$ cat config.mk
export PLATFORM = sky130hd
export DESIGN_NAME = instruction_fetch_unit
export DESIGN_NICKNAME = d
export VERILOG_FILES = /design/src/rtl/instruction_fetch_unit.sv
export SDC_FILE = /design/constraint.sdc
export NUM_CORES = 1
export LEC_CHECK = 0
export ABC_AREA = 1
export CAP_MARGIN = 25
export CORE_MARGIN = 10
export CORE_UTILIZATION = 55
export CTS_BUF_LIST = sky130_fd_sc_hd__clkbuf_2
export DETAILED_ROUTE_END_ITERATION = 8
export PLACE_DENSITY = 0.84
export REMOVE_ABC_BUFFERS = 1
export SLEW_MARGIN = 15
export SYNTH_ARGS = -nofsm -noshare
export SYNTH_HDL_FRONTEND = slang
export SYNTH_SLANG_ARGS = --single-unit
export TNS_END_PERCENT = 10
$ cat constraint.sdc
create_clock -name clk -period 13 [get_ports clk]
set_input_delay 2.6 -clock clk [delete_from_list [all_inputs] [get_ports clk]]
set_output_delay 2.6 -clock clk [all_outputs]
set_load 0.005 [all_outputs]
$ cat src/rtl/instruction_fetch_unit.sv
`default_nettype none
// ============================================================================
// Module   : instruction_fetch_unit
// Purpose  : Sequential instruction fetcher with prefetch queue and redirect.
// Revision : 1.0 - initial release
// ============================================================================
module instruction_fetch_unit #(
  parameter int                    ADDR_WIDTH = 32,
  parameter int                    DATA_WIDTH = 32,
  parameter logic [ADDR_WIDTH-1:0] BOOT_ADDR  = '0,
  parameter int                    FIFO_DEPTH = 2
) (
  input  logic                  clk,
  input  logic                  reset,
  input  logic                  redirect_valid,
  input  logic [ADDR_WIDTH-1:0] redirect_pc,
  output logic                  instr_valid,
  input  logic                  instr_ready,
  output logic [DATA_WIDTH-1:0] instr,
  output logic [ADDR_WIDTH-1:0] instr_pc,
  output logic                  ibus_req,
  output logic [ADDR_WIDTH-1:0] ibus_addr,
  input  logic                  ibus_gnt,
  input  logic                  ibus_rvalid,
  input  logic [DATA_WIDTH-1:0] ibus_rdata
);

  localparam int c_ptr_w = (FIFO_DEPTH > 1) ? $clog2(FIFO_DEPTH) : 1;
  localparam int c_cnt_w = $clog2(FIFO_DEPTH + 1);

  typedef enum logic [1:0] {
    S_IDLE = 2'd0,
    S_REQ  = 2'd1,
    S_WAIT = 2'd2
  } state_t;

  state_t                r_state;
  state_t                w_state_next;
  logic [ADDR_WIDTH-1:0] r_fetch_pc;
  logic [ADDR_WIDTH-1:0] r_req_addr;
  logic                  r_discard;
  logic [c_cnt_w-1:0]    r_count;
  logic [c_ptr_w-1:0]    r_wr_ptr;
  logic [c_ptr_w-1:0]    r_rd_ptr;
  logic [DATA_WIDTH-1:0] r_mem_data [FIFO_DEPTH];
  logic [ADDR_WIDTH-1:0] r_mem_pc   [FIFO_DEPTH];

  logic                  w_gnt;
  logic                  w_resp;
  logic                  w_push;
  logic                  w_pop;
  logic [c_cnt_w:0]      w_used;
  logic                  w_space;

  function automatic logic [c_ptr_w-1:0] ptr_inc(input logic [c_ptr_w-1:0] p);
    return (p == c_ptr_w'(FIFO_DEPTH - 1)) ? '0 : p + 1'b1;
  endfunction

  assign instr_valid = (r_count != '0);
  assign instr       = r_mem_data[r_rd_ptr];
  assign instr_pc    = r_mem_pc[r_rd_ptr];
  assign ibus_req    = (r_state == S_REQ);
  assign ibus_addr   = r_fetch_pc;

  assign w_gnt  = (r_state == S_REQ) && ibus_gnt;
  assign w_resp = (r_state == S_WAIT) && ibus_rvalid;
  // A response arriving together with a redirect belongs to the old stream.
  assign w_push = w_resp && !r_discard && !redirect_valid;
  assign w_pop  = instr_valid && instr_ready;

  // The outstanding fetch reserves a queue slot so a full queue never overflows.
  assign w_used  = {1'b0, r_count} + (c_cnt_w + 1)'(r_state == S_WAIT);
  assign w_space = (w_used < (c_cnt_w + 1)'(FIFO_DEPTH));

  always_comb begin
    w_state_next = r_state;
    case (r_state)
      S_IDLE:  if (w_space) w_state_next = S_REQ;
      S_REQ:   if (ibus_gnt) w_state_next = S_WAIT;
      S_WAIT:  if (ibus_rvalid) w_state_next = w_space ? S_REQ : S_IDLE;
      default: w_state_next = S_IDLE;
    endcase
  end

  always_ff @(posedge clk) begin
    if (reset) begin
      r_state    <= S_IDLE;
      r_fetch_pc <= BOOT_ADDR;
      r_req_addr <= '0;
      r_discard  <= 1'b0;
      r_count    <= '0;
      r_wr_ptr   <= '0;
      r_rd_ptr   <= '0;
      for (int i = 0; i < FIFO_DEPTH; i++) begin
        r_mem_data[i] <= '0;
        r_mem_pc[i]   <= '0;
      end
    end else begin
      r_state <= w_state_next;

      if (redirect_valid)
        r_fetch_pc <= {redirect_pc[ADDR_WIDTH-1:2], 2'b00};
      else if (w_gnt)
        r_fetch_pc <= r_fetch_pc + ADDR_WIDTH'(4);

      if (w_gnt)
        r_req_addr <= r_fetch_pc;

      if (w_gnt)
        r_discard <= redirect_valid;
      else if (w_resp)
        r_discard <= 1'b0;
      else if ((r_state == S_WAIT) && redirect_valid)
        r_discard <= 1'b1;

      if (redirect_valid) begin
        r_count  <= '0;
        r_wr_ptr <= '0;
        r_rd_ptr <= '0;
      end else begin
        if (w_push) begin
          r_mem_data[r_wr_ptr] <= ibus_rdata;
          r_mem_pc[r_wr_ptr]   <= r_req_addr;
          r_wr_ptr             <= ptr_inc(r_wr_ptr);
        end
        if (w_pop)
          r_rd_ptr <= ptr_inc(r_rd_ptr);
        case ({w_push, w_pop})
          2'b10:   r_count <= r_count + 1'b1;
          2'b01:   r_count <= r_count - 1'b1;
          default: r_count <= r_count;
        endcase
      end
    end
  end

endmodule
`default_nettype wire

==> results of run 1 <==
==> final cells by class <==
type	instances	area, um^2	share of cell area, %
inverter	125	469	4.38
sequential	192	5090	47.5
clock buffer	18	90.1	0.841
tap	216	270	2.52
clock inverter	14	160	1.50
multi-input combinational	545	2970	27.8
timing repair buffer	167	1660	15.5
==> state kept, by name (all words and copies together) (netlist names), named ones only <==
name,count
r_mem_data,64
ibus_addr,30
r_discard,1
r_state,2
r_count,2
r_mem_pc,60
r_rd_ptr,1
r_req_addr,30
r_wr_ptr,1
==> placed cells by master, fill, tap and decap left out, drive strengths merged <==
cell type        n
xor2             6
bufinv           3
o21ai           55
clkbuf          18
nand2          120
dfxtp           68
a21oi           59
a31oi            4
clkinv           5
conb             4
or2              1
ha               2
nor3             4
mux2            62
xnor2            4
a211oi           2
buf              6
nor3b            1
nand3           36
nand4            4
o2111ai          2
nand3b           3
nor2           172
inv            131
clkdlybuf4s50  161
and3             1
a22o             3
edfxtp         124
==> cell families after synthesis <==
logic type	Yosys count	share of synthesized area (%)
buffers and inverters	168	8.59
XOR/XNOR	10	0.997
AND/OR/NAND/NOR	342	16.8
other	1	0.0427
multiplexers	62	7.95
adder cells (fa/ha/maj)	2	0.285
flip-flops	192	57.9
AO/OA/AOI/OAI	125	7.45
==> worst paths after layout <==
check                                                        to  slack [ns]  cells after the start
worst min register to register                             flop        0.46                      1
worst min-delay path                                       flop        0.46                      1
worst max-delay path                               instr_pc[10]        7.65                      3
worst max register to register  r_mem_data[0][18]$_SDFFCE_PN0P_       10.40                      7
==> routing by layer <==
layer | global-route usage (%) | vias to the layer above
met1 | 22.0 | 3029
met2 | 32.9 | 194
met5 | 0 | -
li1 | - | 3238
met3 | 5.87 | 31
met4 | 7.11 | 0
==> synthesized netlist by cell type <==
cell type	n	share of area, %
sky130_fd_sc_hd__a211oi_1	2	0.17
sky130_fd_sc_hd__a21oi_1	59	3.4
sky130_fd_sc_hd__a22o_1	3	0.30
sky130_fd_sc_hd__a31oi_1	4	0.28
sky130_fd_sc_hd__and3_1	1	0.071
sky130_fd_sc_hd__buf_1	1	0.043
sky130_fd_sc_hd__buf_2	11	0.63
sky130_fd_sc_hd__buf_4	5	0.43
sky130_fd_sc_hd__buf_6	12	1.5
sky130_fd_sc_hd__clkbuf_1	13	0.56
sky130_fd_sc_hd__clkbuf_2	1	0.057
sky130_fd_sc_hd__conb_1	1	0.043
sky130_fd_sc_hd__dfxtp_1	68	15
sky130_fd_sc_hd__edfxtp_1	124	42
sky130_fd_sc_hd__ha_1	2	0.28
sky130_fd_sc_hd__inv_1	123	5.3
sky130_fd_sc_hd__inv_2	2	0.086
sky130_fd_sc_hd__mux2_2	62	7.9
sky130_fd_sc_hd__nand2_1	117	5.0
sky130_fd_sc_hd__nand2_2	3	0.21
sky130_fd_sc_hd__nand3_1	34	1.9
sky130_fd_sc_hd__nand3_4	2	0.40
sky130_fd_sc_hd__nand3b_1	3	0.26
sky130_fd_sc_hd__nand4_1	4	0.28
sky130_fd_sc_hd__nor2_1	155	6.6
sky130_fd_sc_hd__nor2_2	12	0.85
sky130_fd_sc_hd__nor2_4	5	0.64
sky130_fd_sc_hd__nor3_1	3	0.17
sky130_fd_sc_hd__nor3_4	1	0.19
sky130_fd_sc_hd__nor3b_1	1	0.086
sky130_fd_sc_hd__o2111ai_1	2	0.20
sky130_fd_sc_hd__o21ai_0	54	3.1
sky130_fd_sc_hd__o21ai_1	1	0.057
sky130_fd_sc_hd__or2_2	1	0.071
sky130_fd_sc_hd__xnor2_1	4	0.40
sky130_fd_sc_hd__xor2_1	6	0.60
==> critical path: stages (launching register included) <==
cell and delay, ns:
sky130_fd_sc_hd__dfxtp_2 0.37, sky130_fd_sc_hd__buf_4 0.65, sky130_fd_sc_hd__mux2_2 0.41, sky130_fd_sc_hd__clkdlybuf4s50_1 0.49
==> through the flow <==
stage                     hold slack, ns  util, %  instances  area, um^2  setup WS (ns)
after CTS                          0.471     67.9       1277       10700           7.55
after global placement             0.431     66.3       1245       10500           7.61
after global routing               0.504     67.9       1277       10700           7.45
after detailed placement           0.441     66.3       1245       10500           7.53
after floorplan                    0.422        -        862        8510           5.04
final                              0.465     67.9       1277       10700           7.65
==> report_power, final <==
part           switching, mW  leakage, nW  total (mW)  internal (mW)
combinational         0.0595         2.08       0.122         0.0621
clock                  0.195        0.161       0.304          0.109
sequential            0.0168         1.84       0.692          0.675
total                  0.271         4.09        1.12          0.846
==> impl_metrics.env, run 1 <==
export IMPL_groute_usage_overall_pct=19.2
export IMPL_grt_start_max_net_pins=66
export IMPL_global_route_wire_length_before_repair_um=32800
export IMPL_cts_buffer_count=17
export IMPL_timing_final_setup_violations=0
export IMPL_cts_tree="built"
export IMPL_hold_start="r_rd_ptr$_SDFFE_PP0P_"
export IMPL_timing_hold_violations_final=0
export IMPL_area_growth_synth_to_finish_pct=21.9
export IMPL_synth_warning_count=0
export IMPL_setup_repair_after_global_routing_missed_its_margin="false"
export IMPL_holdBufCountCts=0
export IMPL_grt_antenna_before_repair=0
export IMPL_final_antenna_net_count=0
export IMPL_pwr_density_cell_nw_per_um2=104
export IMPL_end_kind="output port"
export IMPL_io_pins=168
export IMPL_die_h_um=146
export IMPL_clock_latency_ns=0.77
export IMPL_report_power_total_mw=1.12
export IMPL_synth_sequential_area_ratio_pct=57.9
export IMPL_final_layout_size_suffix_gt1_share_pct=12.1
export IMPL_clkSlewWorstSetupHoldPaths_ns=0.25
export IMPL_vias=6492
export IMPL_met3_wirelength_um=1610
export IMPL_finalWeightedCongestion=0.902
export IMPL_synth_avg_cell_area_um2=9.74
export IMPL_synth_cell_area_um2=8780
export IMPL_route_final_wire_length_um=20400
export IMPL_worst_endpoint_arrival_ns=2.75
export IMPL_cts_resized_gates=0
export IMPL_routed_wire_length_per_instance_um=16.0
export IMPL_top_layer="met4"
export IMPL_initial_core_util_pct=55.7
export IMPL_clock_tree_buffer_depth=2
export IMPL_met1Wirelength_um=8250
export IMPL_worst_r2r_startpoint="r_state[1]$_SDFFE_PP0P_"
export IMPL_post_cts_repair_setup_buffers=0
export IMPL_total_leakage_power_nw=4.09
export IMPL_netlist_cell_types=36
export IMPL_remaining_drc_errors=0
export IMPL_die_outline_width_um=146
export IMPL_cts_htree_levels=4
export IMPL_grt_overflow=0
export IMPL_root_buffer_cell="sky130_fd_sc_hd__clkbuf_2"
export IMPL_drt_first_iter_violations=440
export IMPL_finish_net_count=1120
export IMPL_n_antenna_cell=0
export IMPL_peakVddDrop_uv=64.7
export IMPL_finalSetupTns_ns=0
export IMPL_core_area_um2=15800
export IMPL_timing_clock_skew_ns=0.0321
export IMPL_grt_pass1_vias=6448
export IMPL_worst_slew_margin_rel_pct=38.3
export IMPL_viasPerCell=5.08
export IMPL_count_of_final_max_slew_check_failures=0
export IMPL_max_cap_violations=0
export IMPL_routed_wl_met2_um=10200
export IMPL_worst_pin_slew_ns=0.926
export IMPL_port_buffer_count=161
export IMPL_number_of_storage_elements_in_the_synthesis_netlist=192
export IMPL_synthesis_instances=902
export IMPL_cp_max_fo=62
export IMPL_outcome="complete, no violations"
export IMPL_die_area_um2=21400
export IMPL_holdCritPathClass="flop to flop"
export IMPL_place_detailed_hpwl_um=13900
export IMPL_critical_path_startpoint_type="flop"
export IMPL_final_min_period_over_clock_period_pct=41.2
export IMPL_worst_ep_required_time_ns=10.40
export IMPL_cts_sinks=192
export IMPL_drt_pre_antenna_iters=4
export IMPL_crit_type="flop to output port"
export IMPL_max_clock_freq_ghz=0.187
export IMPL_num_fill_cells=1296
export IMPL_placementRows=46
export IMPL_shortest_clock_period_the_worst_path_allows_after_layout_ns=5.35
Note: power is estimated with default switching activity, not from simulation.
==> inputs of run 2 (changes only) <==
- CORE_UTILIZATION: 55 -> 54
- PLACE_DENSITY: 0.84 -> 0.83
- clock period: 13 -> 5.5 ns (I/O delays scaled with it)
==> run 2 against run 1 <==
Sequential share of layout area is essentially flat; sequential power is 140% higher; combinational power is 140% higher; clock-buffer cell count is 1 higher; flip-flop and latch count unchanged; cell count is 0.16% higher; register-to-register slack worse by 7.2 ns; hold slack better by 0.0028 ns; critical path type unchanged; highest routed layer unchanged.
==> impl_metrics.env, run 2 (synthesis gave the netlist of run 1 again) <==
export IMPL_regToRegEndpoint="r_mem_data[0][20]$_SDFFCE_PN0P_"
export IMPL_met3_wirelength_um=1660
export IMPL_top_layer="met4"
export IMPL_num_fill_cells=1279
export IMPL_core_area_um2=15900
export IMPL_met1Wirelength_um=8850
export IMPL_holdCritPathClass="flop to flop"
export IMPL_post_cts_repair_setup_buffers=0
export IMPL_io_pins=168
export IMPL_cts_resized_gates=0
export IMPL_pwr_density_cell_nw_per_um2=243
export IMPL_timing_final_setup_violations=0
export IMPL_clkSlewWorstSetupHoldPaths_ns=0.24
export IMPL_shortest_clock_period_the_worst_path_allows_after_layout_ns=4.11
export IMPL_worst_endpoint_arrival_ns=3.01
export IMPL_grt_pass1_vias=6423
export IMPL_worst_pin_slew_ns=0.906
export IMPL_place_detailed_hpwl_um=14200
export IMPL_routed_wire_length_per_instance_um=16.3
export IMPL_grt_antenna_before_repair=1
export IMPL_largest_register_ff_count=64
export IMPL_global_route_wire_length_before_repair_um=33400
export IMPL_worst_slew_margin_rel_pct=39.6
export IMPL_cts_htree_levels=4
export IMPL_timing_hold_violations_final=0
export IMPL_worst_ep_required_time_ns=4.40
export IMPL_post_place_cells=1246
export IMPL_initial_core_util_pct=55.3
export IMPL_cp_max_fo=42
export IMPL_dpl_worst_slack_ns=2.10
export IMPL_report_power_total_mw=2.61
export IMPL_final_layout_size_suffix_gt1_share_pct=12.1
export IMPL_grt_overflow=0
export IMPL_setup_repair_after_global_routing_missed_its_margin="false"
export IMPL_whs_ns=0.468
export IMPL_root_buffer_cell="sky130_fd_sc_hd__clkbuf_2"
export IMPL_groute_usage_overall_pct=19.3
export IMPL_placementRows=46
export IMPL_grt_start_max_net_pins=66
export IMPL_total_leakage_power_nw=4.08
export IMPL_multiInputGateArea_um2=2970
export IMPL_port_buffer_count=161
export IMPL_registers_top_by_ff_count="r_mem_data"
export IMPL_viasPerCell=5.14
export IMPL_vias=6578
export IMPL_finish_net_count=1121
export IMPL_cts_sinks=192
export IMPL_crit_type="flop to output port"
export IMPL_area_growth_synth_to_finish_pct=22.0
export IMPL_min_delay_path_depth=1
export IMPL_worst_r2r_startpoint="r_state[1]$_SDFFE_PP0P_"
export IMPL_routed_wl_met2_um=10100
export IMPL_outcome="complete, no violations"
export IMPL_largestRegisters="r_mem_data (64), r_mem_pc (60)"
export IMPL_cts_buffer_count=17
export IMPL_end_kind="output port"
export IMPL_holdBufCountCts=0
export IMPL_hold_start="r_rd_ptr$_SDFFE_PP0P_"
export IMPL_remaining_drc_errors=0
export IMPL_final_cell_mix="sky130_fd_sc_hd__clkdlybuf4s50_1, sky130_fd_sc_hd__nor2_1, sky130_fd_sc_hd__edfxtp_1"
export IMPL_drt_pre_antenna_iters=5
export IMPL_route_final_wire_length_um=20900
export IMPL_finalSetupTns_ns=0
export IMPL_clock_latency_ns=0.73
export IMPL_drt_first_iter_violations=383
export IMPL_finalWeightedCongestion=0.875
export IMPL_die_h_um=148
export IMPL_final_antenna_net_count=0
export IMPL_critical_path_startpoint_type="flop"
export IMPL_max_cap_violations=0
export IMPL_max_clock_freq_ghz=0.243
export IMPL_die_area_um2=21800
export IMPL_final_min_period_over_clock_period_pct=74.7
export IMPL_layout_cells_most_common="sky130_fd_sc_hd__clkdlybuf4s50_1"
export IMPL_timing_final_ws_setup_ns=1.39
export IMPL_timing_clock_skew_ns=0.0289
export IMPL_worstRegToRegCells=7
export IMPL_count_of_final_max_slew_check_failures=0
export IMPL_r2r_slack_ns=3.23
export IMPL_peakVddDrop_uv=112
export IMPL_cts_tree="built"
export IMPL_layoutNonFillerInstCount=1279
export IMPL_clock_tree_buffer_depth=2
export IMPL_seq_area_um2=5090
export IMPL_die_outline_width_um=148
run 2: worst max-delay path by stage:
stage | startpoint | end | slack [ns]
floorplan | ibus_rvalid | r_mem_data[0][0]$_SDFFCE_PN0P_ | -0.96
detailed placement | redirect_valid | r_mem_data[0][22]$_SDFFCE_PN0P_ | 2.10
global placement | redirect_valid | r_mem_data[0][22]$_SDFFCE_PN0P_ | 2.13
global route | flop | instr_pc[15] | 1.12
finish | flop | instr_pc[16] | 1.39
CTS | flop | instr_pc[17] | 1.25
run 2: where the power goes:
part / internal, mW / switching [mW]
Clock: 0.214 / 0.466
Sequential: 1.60 / 0.0406
Combinational: 0.149 / 0.142
Total: 1.96 / 0.648
run 2: final cells by class:
type,instances,share of cell area [%]
clock inverter,13,1.28
clock buffer,19,0.888
multi-input combinational,545,27.8
sequential,192,47.5
antenna,1,0.0234
inverter,125,4.38
tap,216,2.52
timing repair buffer,168,15.7
run 2: layer usage:
metal	track usage, %	up-vias
met5	0	-
met4	6.49	0
met3	6.01	22
met2	31.4	222
met1	23.8	3087
li1	-	3247
run 2: metrics by stage:
step           util (%)  instance area, um^2
6_report           67.4                10700
5_1_grt            67.4                10700
4_1_cts            67.4                10700
3_5_place_dp       65.9                10500
3_3_place_gp       65.9                10500
2_1_floorplan         -                 8510
run 2: critical path, cell delays in order (launching register included):
cell and delay, ns:
sky130_fd_sc_hd__dfxtp_2 0.78, sky130_fd_sc_hd__buf_4 0.59, sky130_fd_sc_hd__mux2_2 0.40, sky130_fd_sc_hd__clkdlybuf4s50_1 0.49
